==> src/rtl/uart_tx_scheduler.sv <==
// uart_tx_scheduler
//   Shares one UART transmit lane between two packet sources. A round-robin
//   arbiter grants one requester, latches its PACKET_SIZE-bit packet and sends
//   it MSB byte first. Each byte goes out as start(0), d0..d7 (LSB first),
//   even parity (^byte) and stop(1), one bit per clk_baud cycle. GAP_BITS
//   idle-high bit times follow every stop bit.
//
// Ports
//   clk_baud  in   bit-rate clock, all logic on posedge
//   rst       in   synchronous active-high reset
//   req0/1    in   level requests, held until the matching grant
//   pkt0/1    in   packets, sampled only on the grant edge
//   gnt0/1    out  one-cycle pulse: packet accepted
//   tx        out  serial line, idle high
//   busy      out  high from the grant cycle until return to IDLE
//   src       out  source currently/last granted
//   done      out  one-cycle pulse in the cycle after the final stop bit
module uart_tx_scheduler #(
  parameter int PACKET_SIZE = 32,
  parameter int GAP_BITS    = 1
) (
  input  logic                   clk_baud,
  input  logic                   rst,
  input  logic                   req0,
  input  logic [PACKET_SIZE-1:0] pkt0,
  output logic                   gnt0,
  input  logic                   req1,
  input  logic [PACKET_SIZE-1:0] pkt1,
  output logic                   gnt1,
  output logic                   tx,
  output logic                   busy,
  output logic                   src,
  output logic                   done
);

  localparam int NUM_BYTES = PACKET_SIZE / 8;
  localparam int IDX_W     = $clog2(NUM_BYTES) + 1;
  localparam logic [IDX_W-1:0] LAST_IDX = IDX_W'(NUM_BYTES - 1);
  localparam logic [3:0]       GAP_LAST = 4'(GAP_BITS - 1);

  if (PACKET_SIZE <= 0 || (PACKET_SIZE % 8) != 0) begin : g_bad_size
    $error("uart_tx_scheduler: PACKET_SIZE must be a nonzero multiple of 8");
  end
  if (GAP_BITS < 0 || GAP_BITS > 15) begin : g_bad_gap
    $error("uart_tx_scheduler: GAP_BITS must be in 0..15");
  end

  typedef enum logic [2:0] {
    S_IDLE,
    S_START,
    S_DATA,
    S_PARITY,
    S_STOP,
    S_GAP
  } state_t;

  state_t                 state_q, state_d;
  logic [2:0]             bit_q, bit_d;
  logic [3:0]             gap_q, gap_d;
  logic [IDX_W-1:0]       idx_q, idx_d;
  logic [PACKET_SIZE-1:0] shreg_q, shreg_d;
  logic                   prefer1_q, prefer1_d;  // 1: source 1 wins a tie
  logic                   src_q, src_d;
  logic                   tx_q, tx_d;
  logic                   gnt0_q, gnt0_d;
  logic                   gnt1_q, gnt1_d;
  logic                   busy_q, busy_d;
  logic                   done_q, done_d;

  logic                   last_byte;
  logic                   grant0, grant1;
  logic [7:0]             byte_d;

  assign last_byte = (idx_q == LAST_IDX);
  assign grant0    = req0 & (~req1 | ~prefer1_q);
  assign grant1    = req1 & (~req0 |  prefer1_q);

  // Next-state logic. The current byte is always the top byte of the store;
  // the store shifts left by a byte whenever the next byte's START begins.
  // Registered tx is derived from the *next* state so the line shows the bit
  // belonging to the state being entered.
  always_comb begin
    state_d   = state_q;
    bit_d     = bit_q;
    gap_d     = gap_q;
    idx_d     = idx_q;
    shreg_d   = shreg_q;
    prefer1_d = prefer1_q;
    src_d     = src_q;
    gnt0_d    = 1'b0;
    gnt1_d    = 1'b0;
    done_d    = 1'b0;

    case (state_q)
      S_IDLE: begin
        if (grant0) begin
          shreg_d   = pkt0;
          src_d     = 1'b0;
          prefer1_d = 1'b1;
          gnt0_d    = 1'b1;
          idx_d     = '0;
          state_d   = S_START;
        end else if (grant1) begin
          shreg_d   = pkt1;
          src_d     = 1'b1;
          prefer1_d = 1'b0;
          gnt1_d    = 1'b1;
          idx_d     = '0;
          state_d   = S_START;
        end
      end
      S_START: begin
        bit_d   = '0;
        state_d = S_DATA;
      end
      S_DATA: begin
        if (bit_q == 3'd7) begin
          bit_d   = '0;
          state_d = S_PARITY;
        end else begin
          bit_d = bit_q + 3'd1;
        end
      end
      S_PARITY: begin
        state_d = S_STOP;
      end
      S_STOP: begin
        done_d = last_byte;
        if (GAP_BITS != 0) begin
          gap_d   = '0;
          state_d = S_GAP;
        end else if (last_byte) begin
          idx_d   = '0;
          state_d = S_IDLE;
        end else begin
          idx_d   = idx_q + IDX_W'(1);
          shreg_d = shreg_q << 8;
          state_d = S_START;
        end
      end
      S_GAP: begin
        if (gap_q == GAP_LAST) begin
          gap_d = '0;
          if (last_byte) begin
            idx_d   = '0;
            state_d = S_IDLE;
          end else begin
            idx_d   = idx_q + IDX_W'(1);
            shreg_d = shreg_q << 8;
            state_d = S_START;
          end
        end else begin
          gap_d = gap_q + 4'd1;
        end
      end
      default: state_d = S_IDLE;
    endcase

    byte_d = shreg_d[PACKET_SIZE-1 -: 8];
    case (state_d)
      S_START:  tx_d = 1'b0;
      S_DATA:   tx_d = byte_d[bit_d];
      S_PARITY: tx_d = ^byte_d;
      default:  tx_d = 1'b1;
    endcase
    busy_d = (state_d != S_IDLE);
  end

  always_ff @(posedge clk_baud) begin
    if (rst) begin
      state_q   <= S_IDLE;
      bit_q     <= '0;
      gap_q     <= '0;
      idx_q     <= '0;
      shreg_q   <= '0;
      prefer1_q <= 1'b0;
      src_q     <= 1'b0;
      tx_q      <= 1'b1;
      gnt0_q    <= 1'b0;
      gnt1_q    <= 1'b0;
      busy_q    <= 1'b0;
      done_q    <= 1'b0;
    end else begin
      state_q   <= state_d;
      bit_q     <= bit_d;
      gap_q     <= gap_d;
      idx_q     <= idx_d;
      shreg_q   <= shreg_d;
      prefer1_q <= prefer1_d;
      src_q     <= src_d;
      tx_q      <= tx_d;
      gnt0_q    <= gnt0_d;
      gnt1_q    <= gnt1_d;
      busy_q    <= busy_d;
      done_q    <= done_d;
    end
  end

  assign gnt0 = gnt0_q;
  assign gnt1 = gnt1_q;
  assign tx   = tx_q;
  assign busy = busy_q;
  assign src  = src_q;
  assign done = done_q;

endmodule

==> config.mk <==
export PLATFORM = sky130hd
export DESIGN_NAME = uart_tx_scheduler
export DESIGN_NICKNAME = d
export VERILOG_FILES = /design/src/rtl/uart_tx_scheduler.sv
export SDC_FILE = /design/constraint.sdc
export NUM_CORES = 1
export LEC_CHECK = 0
export CAP_MARGIN = 40
export CORE_MARGIN = 2
export CORE_UTILIZATION = 45
export DETAILED_ROUTE_END_ITERATION = 12
export PLACE_DENSITY = 0.75
export SLEW_MARGIN = 20
export SYNTH_ARGS = -nofsm -noshare
export SYNTH_HDL_FRONTEND = slang
export SYNTH_SLANG_ARGS = --single-unit
export TNS_END_PERCENT = 1
==> constraint.sdc <==
create_clock -name clk_baud -period 4.7 [get_ports clk_baud]
set_clock_uncertainty 0.1 [all_clocks]
set_input_delay 0.94 -clock clk_baud [delete_from_list [all_inputs] [get_ports clk_baud]]
set_output_delay 0.94 -clock clk_baud [all_outputs]
set_load 0.05 [all_outputs]
# Word-level counts from Yosys, hierarchy flattened
# Cells that the tools add are included.
[op_classes]
bitwise_logic = 9
eq_ne = 13
muxes = 29
n_reduce_logical = 13
add_sub_neg = 3
magnitude_cmp = 1
[op_table]
columns = ["op", "count"]
rows = [
  ["$mux 32", 4],
  ["$pmux 32 s2", 1],
  ["$mux 3", 9],
  ["$pmux 3 s6", 1],
  ["$eq 3x2->1 const B", 5],
  ["$pmux 3 s2", 2],
  ["$eq 3x3->1 const B", 3],
  ["$mux 1", 8],
  ["$pmux 4 s2", 1],
  ["$reduce_xor 8->1", 1],
  ["$add 3x1->3 const B", 2],
  ["$eq 3x1->1 const B", 2],
  ["$reduce_bool 2->1", 3],
  ["$not 1->1", 5],
  ["$add 4x1->4 const B", 1],
  ["$logic_not 4->1", 1],
  ["$lt 3x4->1 const B", 1],
  ["$mux 4", 1],
  ["$ne 2x2->1 const B", 2],
  ["$reduce_and 4->1", 1],
  ["$reduce_or 2->1", 2],
  ["$bmux 1 s3", 1],
  ["$logic_not 3->1", 1],
  ["$ne 3x3->1 const B", 1],
  ["other kinds (7)", 9],
]
[word_totals]
out_inout_bits = 6
input_bits = 68
ff_bits = 52

# Depth between registers and ports, before layout
[logic_depth]
word_depth = 9
depth_mapped = 12
mapped_depth_nobuf = 10

# Least setup slack after synthesis
# Ideal clock, no wire load.
[synth_path]
path_type = "input-to-reg"
startpoint = "input req0"
endpoint = "register tx_q, in the netlist tx"
setup_ns = 0.073
cell_stages = 9
setup_slack_ns = 1.884
arrival_time_ns = 2.643
t_required_ns = 4.527
cell_sequence = "buf_4 > nand2b_1 > nand2_1 > a211o_1 > a221oi_2 > xor2_1 > xnor2_1 > xnor3_1 > o211ai_2"
[synth_between]
elab_chain_cells = 9
word_cells_on_any_way = 17
[synth_lines]
columns = ["item", "line_no", "source"]
rows = [
  ["from (decl)", "24", "input logic req0,"],
  ["$not 1->1", "76", "assign grant1 = req1 & (~req0 | prefer1_q);"],
  ["$or 1x1->1", "76", ""],
  ["$and 1x1->1", "76", ""],
  ["$mux 32", "103", "end else if (grant1) begin"],
  ["$mux 32", "96", "if (grant0) begin"],
  ["$pmux 32 s2", "94", "case (state_q)"],
  ["$bmux 1 s3", "162", "S_DATA: tx_d = byte_d[bit_d];"],
  ["$mux 1 (implied by the code)", "162", ""],
  ["$pmux 1 s3 *", "160", "case (state_d)"],
  ["to (signal assigned)", "191", "tx_q <= tx_d;"],
  ["to (decl)", "64", "logic tx_q, tx_d;"],
]
# Every way passes the cells marked *; elsewhere a longest branch is shown, timed or not. The select of a mux whose other input is x is not followed.
# A chain may end at the register's enable or synchronous reset.

# Final worst setup path
[layout_path]
startpoint = "input req1"
endpoint = "register tx_q, in the netlist tx"
[layout_between]
elab_chain_cells = 8
word_cells_on_any_way = 17
[layout_lines]
columns = ["item", "line_no", "source"]
rows = [
  ["from (decl)", "27", "input logic req1,"],
  ["$not 1->1", "75", "assign grant0 = req0 & (~req1 | ~prefer1_q);"],
  ["$or 1x1->1", "75", ""],
  ["$and 1x1->1", "75", ""],
  ["$mux 32", "96", ""],
  ["$pmux 32 s2", "94", ""],
  ["$bmux 1 s3", "162", ""],
  ["$mux 1 (implied by the code)", "162", ""],
  ["$pmux 1 s3 *", "160", ""],
]
# Marks and branches as above.

==> results.md <==
- Largest cells by area after synthesis: dfxtp_1 38%, a22oi_1 8.1%, nor2_1 6.8%
- Cts hold-fix bufs: 0
- Mean number of vias per cell: 5.85
- Gpl congestion: 0.883
- Starting DRT DRC Count: 243
- Core area: 5960 µm²
- GRT Util Overall: 23.2%
- Layout area overhead: 30.3%
- Placed instance count: 470
- Clock buffer depth: 2
- ANT cells: 0
- Drt first pass iters: 5
- Post-cts resize count: 0
- Cell taking the most area after synthesis: dfxtp_1
- HPWL after DPL: 5.35 mm
- Worst Hold Class: reg -> reg
- Syn nets: 416
- Drc violations: 0
- Starting density of the core: 46.6%
- Vias in the first global route: 2,475
- Syn. warnings: 0
- Setup TNS: 0 ns
- Post-synth top flop: dfxtp_1
- Post-CTS setup buffers: 0
- Pwr dens: 400 nW/µm²
- Worst Path Arrival: 3.62 ns
- Share of cells above drive strength 1: 5.46%
- CTS tree: yes
- FF-to-FF path depth: 8
- # rows: 28
- Flop2flop setup slack: 1.57 ns
- Hold Path Depth: 2
- IO buf count: 73
- VDD IR-drop max: 0.000211 V
- Compound-Gate Fraction of Synth Area: 26.5%
- First-pass GRT wire length: 12.2 mm
- Worst Hold Path EP: shreg_q[13]
- Worst Setup End Kind: register
- Worst Path Required: 4.84 ns
- Final setup fails: 0
- Largest net degree at the start of global routing: 52
- Die W: 82.5 µm
- Worst rel slew slack: 51.7%
- Main combinational cell family by area after synthesis: compound AO/OA/AOI/OAI gates
- Status: finished clean
- Unique cell type count in the Yosys netlist: 53
- Synth Area in Adders: 2.25%
- Critical path cell sequence: clkdlybuf4s50_1, nand2_1, and2_1, a211o_1, a221oi_2, xor2_1, xnor2_1, xnor3_1, o211ai_2
- Ports: 74
- Post-DP Area: 3500 µm²
- Total grt overflow: 0
- CTS root buf: clkbuf_8
- Delay-heaviest family, CP: compound AO/OA/AOI/OAI gates
- FF+latch count, synth: 52
- Fin crit period: 3.48 ns
- Fin area: 3610 µm²
- Crit path buf inv count: 1
- Post-route clock period utilization: 74.0%
- Seq/Total Area, Yosys: 37.5%
- Yosys top cell area share: 37.5%
- ANT nets after route: 0
- Worst skew pair latency: 0.31 ns
- Setup crit start kind: input pin
- Pre-CTS setup slack: 0.928 ns
- Synth Cell Area: 2780 µm²
- CTS buffer count: 5
- Synth Area in Simple Gates: 23.8%
- Post-synthesis xor/xnor area fraction: 2.89%
- HP Start: shreg_q[5]
- Final WS setup: 1.22 ns
- Crit-path max cell delay: 0.67 ns
- Ys async rst share: 0%
- Wirelength per Cell: 15.9 µm
- Slowest-stage cell, CP: clkdlybuf4s50_1
- Reg-to-Reg Start: state_q[0]
- DIE AREA: 6810 µm²
- H-tree depth: 2
- Avg Inst Size Synth: 8.09 µm²
- Slew Limit Fails: 0
- Synth Instances: 343
- Max Freq: 288 MHz
- Vias: 2,796
- Fillers: 545
- Post-layout util: 60.7%
- Chip Height: 82.5 µm
- Drt total wl: 7.62 mm
- Unrepaired setup endpoints after global routing: no
- Clk pin slew, worst setup/hold paths: 0.10 ns
- Final Non-Filler Cells: 478
- Setup Crit Path Kind: in -> reg
- Leakage Power: 1.34 nW
- Clock net sink count: 52
- Worst-path fanout max: 12
- Initial antenna violation count: 0
- Number of synthesized flops with an enable pin: 0
- Final net count: 475
- Critical R2R Capture: tx
- Final Hold Viols: 0
- Worst-margin pin slew: 0.725 ns
- Max-cap viol count: 0
- Mux contribution to synthesized area: 1.85%
synth_stat cells, drive strengths merged, types with 2 or more instances:
library cell / instances
dfxtp: 52
nor2: 51
nand2: 48
a22oi: 30
a31oi: 19
a21oi: 17
clkbuf: 13
buf: 12
nor3: 8
o21ai: 8
and3: 7
nand3: 7
a211oi: 5
a22o: 5
ha: 5
nor2b: 5
a221oi: 4
inv: 4
mux2i: 4
nand3b: 4
and2: 3
nand2b: 3
nor3b: 3
a311oi: 2
o211ai: 2
o21a: 2
xnor2: 2
xnor3: 2
xor2: 2
where the power goes:
part           switching, mW  leakage (nW)  internal (mW)
registers             0.0584         0.427          0.506
clock network          0.155        0.0548          0.161
logic                  0.305         0.855          0.263
total                  0.518          1.34          0.929
placed cells by master (no fill, tap or decap), types with 5 or more instances in the layout:
| master | count |
|---|---|
| dfxtp_1 | 52 |
| a211oi_1 | 5 |
| clkbuf_8 | 5 |
| nor3_1 | 7 |
| o21ai_0 | 7 |
| nand3_1 | 7 |
| nor2_1 | 50 |
| a31oi_1 | 19 |
| a22o_1 | 5 |
| nand2_1 | 48 |
| and3_1 | 6 |
| a21oi_1 | 17 |
| ha_1 | 5 |
| clkdlybuf4s50_1 | 73 |
| a22oi_1 | 30 |
| nor2b_1 | 5 |
how the worst max path moves through the flow:
| stage | start | cells past startpoint | to | slack, ns |
|---|---|---|---|---|
| floorplan | req0 | 9 | tx | 1.88 |
| finish | req1 | 9 | tx | 1.22 |
| global placement | req1 | 9 | tx | 1.04 |
| detailed placement | req1 | 9 | tx | 0.93 |
| CTS | req1 | 9 | tx | 1.24 |
| global route | req1 | 9 | tx | 1.01 |
cell type report:
type | instances | area, µm² | share of cell area (%)
Multi-Input combinational cell | 262 | 1590 | 44.0
Clock buffer | 5 | 68.8 | 1.90
Timing Repair Buffer | 77 | 761 | 21.0
Inverter | 4 | 15.0 | 0.415
Tap cell | 75 | 93.8 | 2.60
Clock inverter | 3 | 46.3 | 1.28
Sequential cell | 52 | 1040 | 28.8
logic make-up (layout without fill, tap and decap cells):
kind of cell / after synthesis / count (layout)
and+or+nand+nor: 143 / 143
AOI/OAI and AO/OA: 103 / 103
DFF: 52 / 52
buffers and inverters: 29 / 89
xor gates and xnor gates: 6 / 6
adders and majority gates: 5 / 5
muxes: 5 / 5
stage by stage:
stage	power (mW)	hold slack (ns)
floorplan	0.974	0.347
global placement	1.12	0.353
detailed placement	1.13	0.362
CTS	1.45	0.375
global route	1.53	0.394
finish	1.45	0.376
routing by layer:
layer  GRT usage (%)  wire length (µm)  share of wire [%]
met3            4.13               530                7.0
met2            35.2              3330                 44
met4            7.38               122                1.6
met1            33.3              3640                 48
met5               0                 0                  0
worst min-delay path, delay by kind of cell (launching register included):
family           cells  cell delay [ns]
AO/OA/AOI/OAI        1             0.06
flip-flops           1             0.32
AND/OR/NAND/NOR      1             0.05
sequential cells by signal, summed over array words and instances (netlist names), 3 cells and up:
name and flops:
idx_q 3, gap_q 4, shreg_q 32, state_q 3, bit_q 3
Note: power is estimated with default switching activity, not from simulation.
